**config.mk**
```make
export PLATFORM = sky130hd
export DESIGN_NAME = q_8_42_ones_sched
export DESIGN_NICKNAME = d
export VERILOG_FILES = /design/src/rtl/q_8_42_ones_sched.sv
export SDC_FILE = /design/constraint.sdc
export NUM_CORES = 1
export LEC_CHECK = 0
export CELL_PAD_IN_SITES_DETAIL_PLACEMENT = 1
export CELL_PAD_IN_SITES_GLOBAL_PLACEMENT = 1
export CORE_MARGIN = 2
export CORE_UTILIZATION = 31
export DETAILED_ROUTE_END_ITERATION = 8
export PLACE_DENSITY_LB_ADDON = 0.1
export SYNTH_ARGS = -nofsm -noshare
export SYNTH_HDL_FRONTEND = slang
export SYNTH_SLANG_ARGS = --single-unit
```
**constraint.sdc**
```tcl
create_clock -name clk -period 4 [get_ports clk]
set_clock_uncertainty 0.1 [all_clocks]
set_input_delay 1.2 -clock clk [delete_from_list [all_inputs] [get_ports clk]]
set_output_delay 1.2 -clock clk [all_outputs]
set_load 0.02 [all_outputs]
```
**src/rtl/q_8_42_ones_sched.sv**
```systemverilog
// Round-robin scheduler sharing one count-ones engine between N_REQ clients.
// Grants in IDLE, launches the engine, tracks its rdy handshake and returns the count.
module q_8_42_ones_sched #(
  parameter int N_REQ  = 4,
  parameter int DATA_W = 8,
  parameter int CNT_W  = $clog2(DATA_W + 1)
) (
  input  logic                    clk,
  input  logic                    rst_b,
  input  logic [N_REQ-1:0]        req,
  input  logic [N_REQ*DATA_W-1:0] req_data,
  output logic [N_REQ-1:0]        ack,
  output logic [N_REQ-1:0]        done,
  output logic [CNT_W-1:0]        result,
  output logic                    busy,
  output logic                    cu_start,
  output logic [DATA_W-1:0]       cu_data,
  input  logic                    cu_rdy,
  input  logic [CNT_W-1:0]        cu_count,
  output logic                    proto_err
);

  localparam int ID_W = (N_REQ > 1) ? $clog2(N_REQ) : 1;

  typedef enum logic [2:0] {
    S_IDLE    = 3'd0,
    S_START   = 3'd1,
    S_WAIT_LO = 3'd2,
    S_WAIT_HI = 3'd3,
    S_DONE    = 3'd4
  } state_e;

  state_e            state_q, state_d;
  logic [ID_W-1:0]   rr_ptr_q, rr_ptr_d;
  logic [ID_W-1:0]   grant_q, grant_d;
  logic [DATA_W-1:0] cu_data_q, cu_data_d;
  logic [CNT_W-1:0]  result_q, result_d;
  logic              perr_q, perr_d;
  logic              run_q;

  logic              arb_found;
  logic [ID_W-1:0]   arb_id;
  logic              grant_ok;

  // First requester at or after rr_ptr, wrapping modulo N_REQ.
  always_comb begin
    int idx;
    arb_found = 1'b0;
    arb_id    = '0;
    for (int i = 0; i < N_REQ; i++) begin
      idx = int'(rr_ptr_q) + i;
      if (idx >= N_REQ) begin
        idx = idx - N_REQ;
      end else begin
        idx = idx;
      end
      if (!arb_found && req[idx]) begin
        arb_found = 1'b1;
        arb_id    = ID_W'(idx);
      end else begin
        arb_found = arb_found;
      end
    end
  end

  // run_q keeps the grant path quiet while reset is asserted and for one cycle after.
  assign grant_ok = (state_q == S_IDLE) && run_q && cu_rdy && arb_found;

  // Next-state and handshake outputs.
  always_comb begin
    state_d   = state_q;
    rr_ptr_d  = rr_ptr_q;
    grant_d   = grant_q;
    cu_data_d = cu_data_q;
    result_d  = result_q;
    perr_d    = perr_q;
    ack       = '0;
    done      = '0;
    cu_start  = 1'b0;
    busy      = 1'b1;
    case (state_q)
      S_IDLE: begin
        if (grant_ok) begin
          ack[arb_id] = 1'b1;
          grant_d     = arb_id;
          cu_data_d   = req_data[arb_id*DATA_W +: DATA_W];
          state_d     = S_START;
        end else begin
          busy = 1'b0;
        end
      end
      S_START: begin
        cu_start = 1'b1;
        state_d  = S_WAIT_LO;
      end
      S_WAIT_LO: begin
        if (cu_rdy) begin
          perr_d = 1'b1;
        end else begin
          perr_d = perr_q;
        end
        state_d = S_WAIT_HI;
      end
      S_WAIT_HI: begin
        if (cu_rdy) begin
          result_d = cu_count;
          state_d  = S_DONE;
        end else begin
          state_d = S_WAIT_HI;
        end
      end
      S_DONE: begin
        done[grant_q] = 1'b1;
        if (grant_q == ID_W'(N_REQ - 1)) begin
          rr_ptr_d = '0;
        end else begin
          rr_ptr_d = grant_q + 1'b1;
        end
        state_d = S_IDLE;
      end
      default: begin
        busy    = 1'b0;
        state_d = S_IDLE;
      end
    endcase
  end

  // State and datapath registers.
  always_ff @(posedge clk or negedge rst_b) begin
    if (!rst_b) begin
      state_q   <= S_IDLE;
      rr_ptr_q  <= '0;
      grant_q   <= '0;
      cu_data_q <= '0;
      result_q  <= '0;
      perr_q    <= 1'b0;
      run_q     <= 1'b0;
    end else begin
      state_q   <= state_d;
      rr_ptr_q  <= rr_ptr_d;
      grant_q   <= grant_d;
      cu_data_q <= cu_data_d;
      result_q  <= result_d;
      perr_q    <= perr_d;
      run_q     <= 1'b1;
    end
  end

  assign cu_data   = cu_data_q;
  assign result    = result_q;
  assign proto_err = perr_q;

endmodule

```
# After elaboration in Yosys (flattened, before gate mapping)
# Cells that the tools add are included.
[totals]
register_bits = 21
latch_bits = 0
ramBits = 0
romBits = 0
input_bits = 43
output_inout_bits = 23
n_memories = 0
[op_classes]
add_sub_neg = 8
n_mul = 0
n_div = 0
order_cmp = 12
n_eq_ne = 6
shift = 1
n_mux = 38
bitwise_logic = 0
n_reduce_logical = 16
[op_table]
columns = ["op", "n"]
rows = [
  ["less-than comparator 32 x 4 -> 1 bit (second input constant)", 4],
  ["two-way mux 32 bit", 4],
  ["variable part select 32 x 6 -> 8 bit", 1],
  ["two-way mux 1 bit", 16],
  ["two-way mux 4 bit", 3],
  ["one-hot mux 3 bit (4 select lines)", 1],
  ["subtractor 3 x 3 -> 4 bit (second input constant)", 3],
  ["two-way mux 2 bit", 5],
  ["greater-or-equal comparator 3 bit (second input constant)", 3],
  ["binary-select mux 1 bit (select 2 bit)", 4],
  ["logical AND 1 bit", 8],
  ["adder 2 x 2 -> 3 bit (second input constant)", 2],
  ["== test 3 x 2 -> 1 bit (second input constant)", 2],
  ["less-than comparator 2 x 3 -> 1 bit (second input constant)", 2],
  ["two-way mux 3 bit", 2],
  ["AND reduction 2 bit", 3],
  ["demux 1 bit (select 2 bit)", 2],
  ["greater-or-equal comparator 2 x 1 -> 1 bit (second input constant)", 2],
  ["OR reduction 4 bit", 1],
  ["subtractor 2 x 3 -> 4 bit (second input constant)", 1],
  ["adder 2 x 1 -> 3 bit (second input constant)", 1],
  ["== test 3 x 1 -> 1 bit (second input constant)", 1],
  ["== test 3 bit (second input constant)", 1],
  ["greater-or-equal comparator 2 x 3 -> 1 bit (second input constant)", 1],
  ["6 further kinds", 8],
]

# Longest topological paths before layout
# Gate-level depths: netlist of the first run.
[depth]
word_depth = 21
depth_mapped = 7
depth_no_buf = 5

# Worst setup path before layout of the first run
# Ideal clock, no wire load.
[synth_path]
kind = "input -> output"
startpoint = "input req[3]"
endpoint = "output ack[2]"
arrival_time_ns = 2.333
required_time_ns = 2.700
setup_slack_ns = 0.367
path_stages = 6
n_path_buf = 2
cell_sequence = "buf_2 or4_4 nand4_4 or2_1 buf_6 nor2b_1"
[synth_between]
elab_chain_len = 19
elab_cells_between_ends = 34
classes_between = "order compare: 2; mux: 24; reduce/logical: 8"
[synth_lines]
columns = ["item", "line_no", "rtl"]
rows = [
  ["start: declaration", "10", "input logic [N_REQ-1:0] req,"],
  ["binary-select mux 1 bit (select 2 bit)", "57", "if (!arb_found && req[idx]) begin"],
  ["two-way mux 1 bit (not written as such) (2 in series)", "57", ""],
  ["two-way mux 1 bit", "57", ""],
  ["zero test 1 bit", "57", ""],
  ["logical AND 1 bit", "57", ""],
  ["two-way mux 1 bit", "57", ""],
  ["zero test 1 bit", "57", ""],
  ["logical AND 1 bit", "57", ""],
  ["(+2 left out)", "n/a", ""],
  ["logical AND 1 bit", "57", ""],
  ["two-way mux 2 bit", "57", ""],
  ["less-than comparator 2 x 3 -> 1 bit (not written as such) / greater-or-equal comparator 2 x 1 -> 1 bit (equally long branches)", "84", "ack[arb_id] = 1'b1;"],
  ["logical AND 1 bit (not written as such)", "84", ""],
  ["two-way mux 1 bit (not written as such)", "84", ""],
  ["demux 1 bit (select 2 bit)", "84", ""],
  ["two-way mux 4 bit (*)", "83", "if (grant_ok) begin"],
  ["two-way mux 4 bit (*)", "81", "case (state_q)"],
  ["end: declaration", "12", "output logic [N_REQ-1:0] ack,"],
]
# Mark *: on every way between the ends. The rest lies on a longest branch, timed or not. The select of a mux whose other input is x is not followed.

# Worst setup path in the final report of the first run
[layout_path]
startpoint = "input req[3]"
endpoint = "output busy"
[layout_between]
elab_chain_len = 16
elab_cells_between_ends = 25
classes_between = "mux: 18; reduce/logical: 7"
[layout_lines]
columns = ["item", "line_no", "rtl"]
rows = [
  ["binary-select mux 1 bit (select 2 bit)", "57", ""],
  ["two-way mux 1 bit (not written as such) (2 in series)", "57", ""],
  ["two-way mux 1 bit", "57", ""],
  ["zero test 1 bit", "57", ""],
  ["logical AND 1 bit", "57", ""],
  ["two-way mux 1 bit", "57", ""],
  ["zero test 1 bit", "57", ""],
  ["logical AND 1 bit", "57", ""],
  ["two-way mux 1 bit", "57", ""],
  ["zero test 1 bit", "57", ""],
  ["logical AND 1 bit", "57", ""],
  ["two-way mux 1 bit (*)", "57", ""],
  ["logical AND 1 bit (*)", "67", "assign grant_ok = (state_q == S_IDLE) && run_q && cu_rdy && arb_found;"],
  ["two-way mux 1 bit (*)", "83", ""],
  ["one-hot mux 1 bit (2 select lines) (*)", "81", ""],
  ["end: declaration", "15", "output logic busy,"],
]
# Marks and branches as above.

==> results of run 1 <==
layer usage:
metal,vias up,wire (microns)
met5,-,0
met4,0,88
met3,9,212
met2,44,2210
met1,649,1720
li1,633,-
state kept, by name (all words and copies together), names as in the netlist:
signal	cells
result	4
state_q	3
grant_q	2
run_q	1
rr_ptr_q	2
cu_data	8
proto_err	1
through the flow:
stage | TNS (ns) | hold slack (ns) | power, W
after floorplan | 0 | 0.404 | 0.000779
after global placement | -2.30 | 0.355 | 0.00107
after detailed placement | -2.49 | 0.363 | 0.00111
after CTS | 0 | 0.382 | 0.00126
after global routing | 0 | 0.416 | 0.00134
final | 0 | 0.376 | 0.00124
logic make-up (layout without fill, tap and decap cells):
group	count (synthesis)	after routing	synth area share
AND/OR/NAND/NOR	38	38	0.176
AO/OA/AOI/OAI	36	36	0.201
flip-flops	21	21	0.400
multiplexers	16	16	0.127
buffers and inverters	10	90	0.0495
adder cells (fa/ha/maj)	4	4	0.0381
other	1	1	0.00285
XOR/XNOR	1	1	0.00666
worst paths after layout:
kind	from	endpoint	depth (start not counted)
min in group asynchronous	rst_b	result[0]$_DFFE_PN0P_	1
max in group asynchronous	rst_b	state_q[1]$_DFFE_PN0P_	1
worst min-delay path	proto_err$_DFFE_PN0P_	proto_err$_DFFE_PN0P_	1
worst max-delay path	req[3]	busy	5
worst max register to register	state_q[2]$_DFFE_PN0P_	result[0]$_DFFE_PN0P_	5
worst min register to register	proto_err$_DFFE_PN0P_	proto_err$_DFFE_PN0P_	1
cells in the mapped netlist, drive strengths merged, types with 5 or more instances:
cell,n
o21ai,8
a21oi,5
mux2i,11
mux2,5
o221ai,5
dfrtp,21
nand2,12
and3,6
buf,5
inv,5
power breakdown:
part	total (W)	switching (W)	internal [W]
clock	0.000146	0.0000762	0.0000697
sequential	0.000393	0.0000891	0.000304
combinational	0.000698	0.000351	0.000348
cell type report:
class / count / area, sq um / share of cell area
Clock buffer: 3 / 41.3 / 0.0194
Clock inverter: 1 / 5.00 / 0.00235
Inverter: 5 / 18.8 / 0.00883
Multi-Input combinational cell: 96 / 728 / 0.343
Sequential cell: 21 / 526 / 0.247
Tap cell: 50 / 62.6 / 0.0294
Timing Repair Buffer: 81 / 744 / 0.350
worst reg2reg max path: stages, from the launching register on:
cell and delay (ns):
dfrtp_1 0.54, and2b_2 0.31, buf_4 0.14, buf_4 0.12, nand3_1 0.19, mux2_2 0.37
repair_timing:
item / in CTS / in global routing
pin swaps: 0 / 1
setup buffers: 1 / 0
gates resized for setup: 17 / 5
endpoints found under the setup margin: 5 / 3
hold endpoints to repair: 0 / 0
==> run metrics, run 1 <==
status=complete, no violations; Port Buffer Count=65; fin crit period=3.92 ns; crit-path leading delay family=simple AND/OR/NAND/NOR gates; fillers=roughly 460; post-synthesis sequential area ratio=0.400; GR Layer Usage met2=0.349; CTS clk-pin slew, worst paths=approximately 0.080 ns; die width=69.1 microns; Avg Cell Area, Syn=10.4 sq um; Final Hold Fails=0; DP Area=2090 sq um; DR iter-0 viols=20; Final ANT Viol Nets=0; Seq cells post-synth=21; Max H-tree Level=1; drt wl/cell=16.5 microns; Yosys warnings=0; Slowest-stage cell, CP=or4_4; maximum buffer depth of the clock tree=2; cell count after synthesis=127; fin area=2130 sq um; final net count=about 260; Final Wtd Congestion=0.826; synth top area cells=dfrtp_1, mux2i_1, mux2_2; final count of negative-setup-slack endpoints=0; drt via density=5.19; global-route wire length before repair=7380 microns; final period utilization=0.979; Worst Tran Pin Value=1.01 ns; commonest non-fill, non-tap cell in the layout=clkdlybuf4s50_1; WS Path Type=input pin to primary output; core region area=4030 sq um; initial antenna violation count=0; clock latency on the worst-skew pair=around 0.27 ns; ant diodes=0; Placed Cells=252; critical path data arrival time=2.62 ns; startpoint types=input pin; Slew Viols, Final=0; EDFF count, synth=0; clk root buf=clkbuf_8; crit path cell chain=dlygate4sd2_1 -> or4_4 -> nand4_4 -> nand2_1 -> dlygate4sd2_1; syn_nets=174; share of cells above drive strength 1=0.198; number of buffers created by CTS=3; Post-Syn Area=1320 sq um; post-place setup slack=-0.559 ns; final core occ=0.528; Routed WL=4230 microns; P&R area growth vs syn=61.7%; RSZ-0062 raised after global routing=false; grt met1 use=0.215; Req. time, crit path=~2.7 ns; CP bufs+invs=2; most used routing layer=met2; Sink Count=21; Netlist cell types=41; top-area cell type share of the netlist area=0.400; r2r setup slk=2.12 ns; GRT Total Usage=0.191; I/O Pins=66; met3 Track Usage GR=0.0380; Crit path largest cell delay=0.58 ns; Post-synth ARST share=1.00; critical-path maximum fanout=5; height of the die=69.1 microns; Remaining DRCs=0; CTS tree=done; DRT Pass-1 Iters=4; largest net degree at the start of global routing=22; final std cells w/o fill=~260; hold_buf cts=0; Hold WC Path Type=register to register; PnR worst setup slack=roughly 0.082 ns; number of global-route vias before repair=1577; Worst setup EP type=primary output; die area=roughly 4800 sq um; Pleak=0.963 nW; Power per Cell Area=582 nW/um^2; maximum VDD drop=0.000251 V; post-detail-place hpwl=3440 microns; max frequency=0.255 GHz; Initial Util=0.326; Worst path most repeated cell=dlygate4sd2_1; Rel. slew slack=0.324; grt ovf=0; leading area contributor after synthesis=dfrtp_1; Synth Flop Type=dfrtp_1; vias=1335; Rows=23; commonest cells after routing, fill and taps aside=clkdlybuf4s50_1, dfrtp_1, buf_4; max_cap viols=0
No activity file was read; power rests on OpenSTA's default activity.
==> inputs of run 2 (changes only) <==
- CORE_MARGIN: 2 -> not set
- SKIP_CTS_REPAIR_TIMING: not set -> 1
==> run 2 against run 1 <==
Compared with the run above:
- combinational power hardly changed
- highest routed layer unchanged
- non-clock buffer count stayed put
- worst hold slack better by 0.0012 ns
- maximum frequency is 0.91% lower
- worst setup slack worse by 0.036 ns
- critical endpoint is now ack[3]
- final cell count stayed put
- sequential power hardly changed
- register-to-register slack worse by 0.02 ns
- largest cell class unchanged
- first-iteration DRC count is 120% higher
==> run metrics, run 2 (same netlist as run 1, synthesis figures left out) <==
I/O Pins=66 (unchanged); global-route wire length before repair=6360 microns (-14%); grt ovf=0 (unchanged); height of the die=67.1 microns (-2.9%); CTS tree=done; number of buffers created by CTS=3 (unchanged); Port Buffer Count=65 (unchanged); Remaining DRCs=0 (unchanged); post-detail-place hpwl=3330 microns (-3.2%); Initial Util=0.326 (unchanged); DRT Pass-1 Iters=2 (-2); commonest non-fill, non-tap cell in the layout=clkdlybuf4s50_1; worst reg2reg startpoint=rr_ptr_q[1]$_DFFE_PN0P_; final count of negative-setup-slack endpoints=0 (unchanged); core region area=4030 sq um (unchanged); max frequency=0.253 GHz (-0.91%); drt wl/cell=16.1 microns (-2.5%); final core occ=0.538 (+0.00994); Hold WC Path Type=register to register; Sum Neg Setup Slack=0 ns (unchanged); die area=4510 sq um (-5.7%); R2R depth=6 (+1); Final Hold Fails=0 (unchanged); P&R area growth vs syn=64.7%; Sink Count=21 (unchanged); drt via density=5.07 (-2.3%); DR iter-0 viols=44 (+120%); fillers=462 (+0.22%); Pleak=1.04 nW (+8.3%); Final ANT Viol Nets=0 (unchanged); Final Wtd Congestion=0.688 (-17%); maximum buffer depth of the clock tree=2 (unchanged); GRT Total Usage=0.190 (-0.000807); Rows=23 (unchanged); Worst R2R End=cu_data[7]$_DFFE_PN0P_; initial antenna violation count=0 (unchanged); Routed WL=4130 microns (-2.5%); RSZ-0062 raised after global routing=false; final period utilization=0.988 (+0.00901); ant diodes=0 (unchanged); startpoint types=input pin; WS Path Type=input pin to primary output; r2r setup slk=2.10 ns (-0.02 ns); Power per Cell Area=572 nW/um^2 (-1.7%); status=complete, no violations; die width=67.1 microns (-2.9%); commonest cells after routing, fill and taps aside=clkdlybuf4s50_1, dfrtp_1, buf_4; clock latency on the worst-skew pair=0.26 ns (about the same); Hold Path Depth=1 (unchanged); fin crit period=3.95 ns (+0.0361 ns); number of global-route vias before repair=1373 (-13%); Max H-tree Level=1 (unchanged); maximum VDD drop=0.000273 V (+8.4%); Req. time, crit path=2.70 ns (about the same); Rel. slew slack=0.330 (+0.00545); clk root buf=clkbuf_8; Hold Startpoint=proto_err$_DFFE_PN0P_; max_cap viols=0 (unchanged); Slowest-stage cell, CP=clkdlybuf4s50_1; crit path cell chain=clkdlybuf4s50_1 -> and2b_2 -> nand4_4 -> buf_4 -> nor3_1 -> dlymetal6s2s_1; CTS clk-pin slew, worst paths=0.09 ns (about the same); Slew Viols, Final=0 (unchanged); final net count=255 (unchanged); Worst setup EP type=primary output; vias=1304 (-2.3%); Worst Tran Pin Value=1.00 ns (-0.00815 ns); max reg flops=8 (unchanged); WHS Endpoint=proto_err$_DFFE_PN0P_; critical path data arrival time=2.65 ns (+0.03 ns); Crit path largest cell delay=0.51 ns (-0.07 ns); critical-path maximum fanout=3 (-2); share of cells above drive strength 1=0.179 (-0.0193); largest net degree at the start of global routing=22 (unchanged)
run 2: layout make-up:
cell class	count	area [sq um]	share of cell area
Tap cell	50	62.6	0.0289
Timing Repair Buffer	81	786	0.363
Clock inverter	1	7.51	0.00347
Clock buffer	3	41.3	0.0191
Inverter	5	18.8	0.00867
Sequential cell	21	526	0.243
Multi-Input combinational cell	96	724	0.334
run 2: per-stage QoR:
| stage | power (W) | cells | instance area, sq um | setup slack [ns] | hold slack (ns) |
|---|---|---|---|---|---|
| floorplan | 0.000779 | 127 | 1320 | 0.367 | 0.404 |
| global placement | 0.00107 | 253 | 2100 | -0.491 | 0.355 |
| detailed placement | 0.00111 | 253 | 2100 | -0.531 | 0.363 |
| CTS | 0.00126 | 257 | 2150 | -0.534 | 0.384 |
| global route | 0.00133 | 257 | 2170 | 0.00336 | 0.410 |
| finish | 0.00124 | 257 | 2170 | 0.0463 | 0.377 |
run 2: worst max path at each step:
stage / startpoint / end / slack, ns / cells after the start
after floorplan: req[3] / ack[2] / 0.37 / 6
after global placement: req[0] / ack[0] / -0.49 / 5
after detailed placement: req[0] / ack[0] / -0.53 / 5
after CTS: req[0] / ack[0] / -0.53 / 5
after global routing: cu_rdy / ack[3] / 0.003 / 6
final: cu_rdy / ack[3] / 0.05 / 6
run 2: worst max-delay path, delay by kind of cell:
kind / cells / cell delay (ns)
buffers and inverters: 3 / 0.94
and+or+nand+nor: 3 / 0.50
run 2: power by group:
part,switching [W],internal [W],total (W)
clock network,0.0000778,0.0000704,0.000148
logic,0.000343,0.000354,0.000697
registers,0.0000899,0.000304,0.000394
run 2: metal layers:
layer	vias to the layer above	track usage	part of all wire
met4	0	0.0559	0.0092
met5	-	0	0
met2	36	0.368	0.55
li1	627	-	-
met3	4	0.0287	0.045
met1	637	0.209	0.40
==> inputs of run 3 (changes only) <==
- CAP_MARGIN: not set -> 10
- CORE_UTILIZATION: 31 -> 26
- CTS_CLUSTER_SIZE: not set -> 10
- clock period: 4 -> 3.6 ns (I/O delays scaled with it)
==> run 3 against run 2 <==
Compared with the run above:
- combinational power grew 13%
- global-route usage down 2.9 points
- critical endpoint is now ack[1]
- via count grew 2.3%
- clock power rose by 4%
- cell area rose by 1.2%
==> run metrics, run 3 (same netlist as run 1, synthesis figures left out) <==
status=complete, no violations; multi-input logic area=728 sq um (+0.52%); Comb power frac=0.570 (+0.007); Sw Ratio=0.409 (-0.00346); die width=73.1 microns (+8.9%); clock latency on the worst-skew pair=0.26 ns (about the same); Worst setup EP type=primary output; Final ANT Viol Nets=0 (unchanged); critical path data arrival time=2.36 ns (-0.29 ns); startpoint types=input pin; vias=1334 (+2.3%); Pleak=1.04 nW (about the same); WHS=0.387 ns (+0.00993 ns); global-route wire length before repair=6600 microns (+3.8%); net load switching power=0.000564 W (+10%); Port Buffer Count=65 (unchanged); CTS tree=done; height of the die=73.1 microns (+8.9%); Final Wtd Congestion=0.720 (+4.7%); Rows=25 (+8.7%); number of global-route vias before repair=1386 (+0.95%); commonest cells after routing, fill and taps aside=clkdlybuf4s50_1, dfrtp_1, buf_4; RSZ-0062 raised after global routing=false; Initial Util=0.275 (-0.0516); sequential share of power=0.319 (about the same); commonest non-fill, non-tap cell in the layout=clkdlybuf4s50_1; Slew Viols, Final=0 (unchanged); final count of negative-setup-slack endpoints=0 (unchanged); fin crit period=roughly 3.5 ns; drt via density=4.85 (-4.4%); max reg flops=8 (unchanged); Final Power=0.00138 W (+11%); number of buffers created by CTS=3 (unchanged); clk root buf=clkbuf_8; fillers=556 (+20%); drt wl/cell=15.2 microns (-5.2%); share of cells above drive strength 1=0.188 (+0.00876); critical-path maximum fanout=5 (+2); grt ovf=0 (unchanged); core region area=4790 sq um (+19%); Internal=0.000816 W (+12%); DRT Pass-1 Iters=4 (+2); register area=526 sq um (unchanged); Req. time, crit path=2.42 ns (-0.28 ns); DR iter-0 viols=36 (-18%); Clock power frac=0.112 (-0.008); P&R area growth vs syn=66.7%; Power per Cell Area=630 nW/um^2 (+10%); final net count=256 (+0.39%); CTS clk-pin slew, worst paths=0.08 ns (about the same); maximum VDD drop=0.000373 V (+37%); post-place setup slack=-0.693 ns (-0.162 ns); max frequency=between 0.2 and 0.3 GHz; ant diodes=0 (unchanged); Hold Path Depth=1 (unchanged); max_cap viols=0 (unchanged); largest net degree at the start of global routing=22 (unchanged); R2R depth=6 (unchanged); maximum buffer depth of the clock tree=2 (unchanged); initial antenna violation count=0 (unchanged); Final Hold Fails=0 (unchanged); Routed WL=4190 microns (+1.5%); die area=5350 sq um (+19%); Max H-tree Level=1 (unchanged); final period utilization=0.984; Sink Count=21 (unchanged); Remaining DRCs=0 (unchanged); PnR worst setup slack=0.0566 ns (+0.0103 ns); WS Path Type=input pin to primary output; post-detail-place hpwl=3420 microns (+2.5%); GRT Total Usage=0.161 (-0.0289); I/O Pins=66 (unchanged); Hold WC Path Type=register to register
run 3: worst paths after layout:
check,start,end,slack (ns)
worst min-delay path,proto_err$_DFFE_PN0P_,proto_err$_DFFE_PN0P_,0.39
worst min register to register,proto_err$_DFFE_PN0P_,proto_err$_DFFE_PN0P_,0.39
max in group asynchronous,rst_b,cu_data[2]$_DFFE_PN0P_,2.12
worst max-delay path,req[2],ack[1],0.06
worst max register to register,rr_ptr_q[1]$_DFFE_PN0P_,cu_data[4]$_DFFE_PN0P_,1.68
min in group asynchronous,rst_b,result[0]$_DFFE_PN0P_,1.07
run 3: layout make-up:
cell class              count  area share
multi-input cells          96       0.332
well taps                  67      0.0382
flip-flops and latches     21       0.240
inverters                   5     0.00856
repair buffers             82       0.361
clock buffers               4      0.0205
run 3: worst max-delay path: stages:
cell            delay (ns)
dlymetal6s2s_1        0.17
or4_4                 0.58
and4_4                0.21
and2_1                0.13
dlymetal6s2s_1        0.20
run 3: power by group through the flow:
stage	clock network, W	registers [W]	logic (W)
3_3_place_gp	0	0.000437	0.000768
6_report	0.000154	0.000440	0.000786
3_5_place_dp	0	0.000444	0.000788
5_1_grt	0.000169	0.000458	0.000861
2_1_floorplan	0	0.000490	0.000376
4_1_cts	0.000159	0.000441	0.000792
run 3: metal layers:
layer	GRT usage	share of wire	up-vias
met4	0.0327	0.0036	0
met3	0.0304	0.052	2
met2	0.285	0.51	41
met1	0.203	0.43	658
met5	0	0	-
li1	-	-	633
run 3: per-stage QoR:
step	std cells	area, sq um	TNS, ns	util
3_5_place_dp	270	2120	-3.12	0.444
2_1_floorplan	127	1320	0	-
6_report	275	2190	0	0.458
5_1_grt	275	2190	0	0.458
3_3_place_gp	270	2120	-2.90	0.444
4_1_cts	274	2170	-3.24	0.453
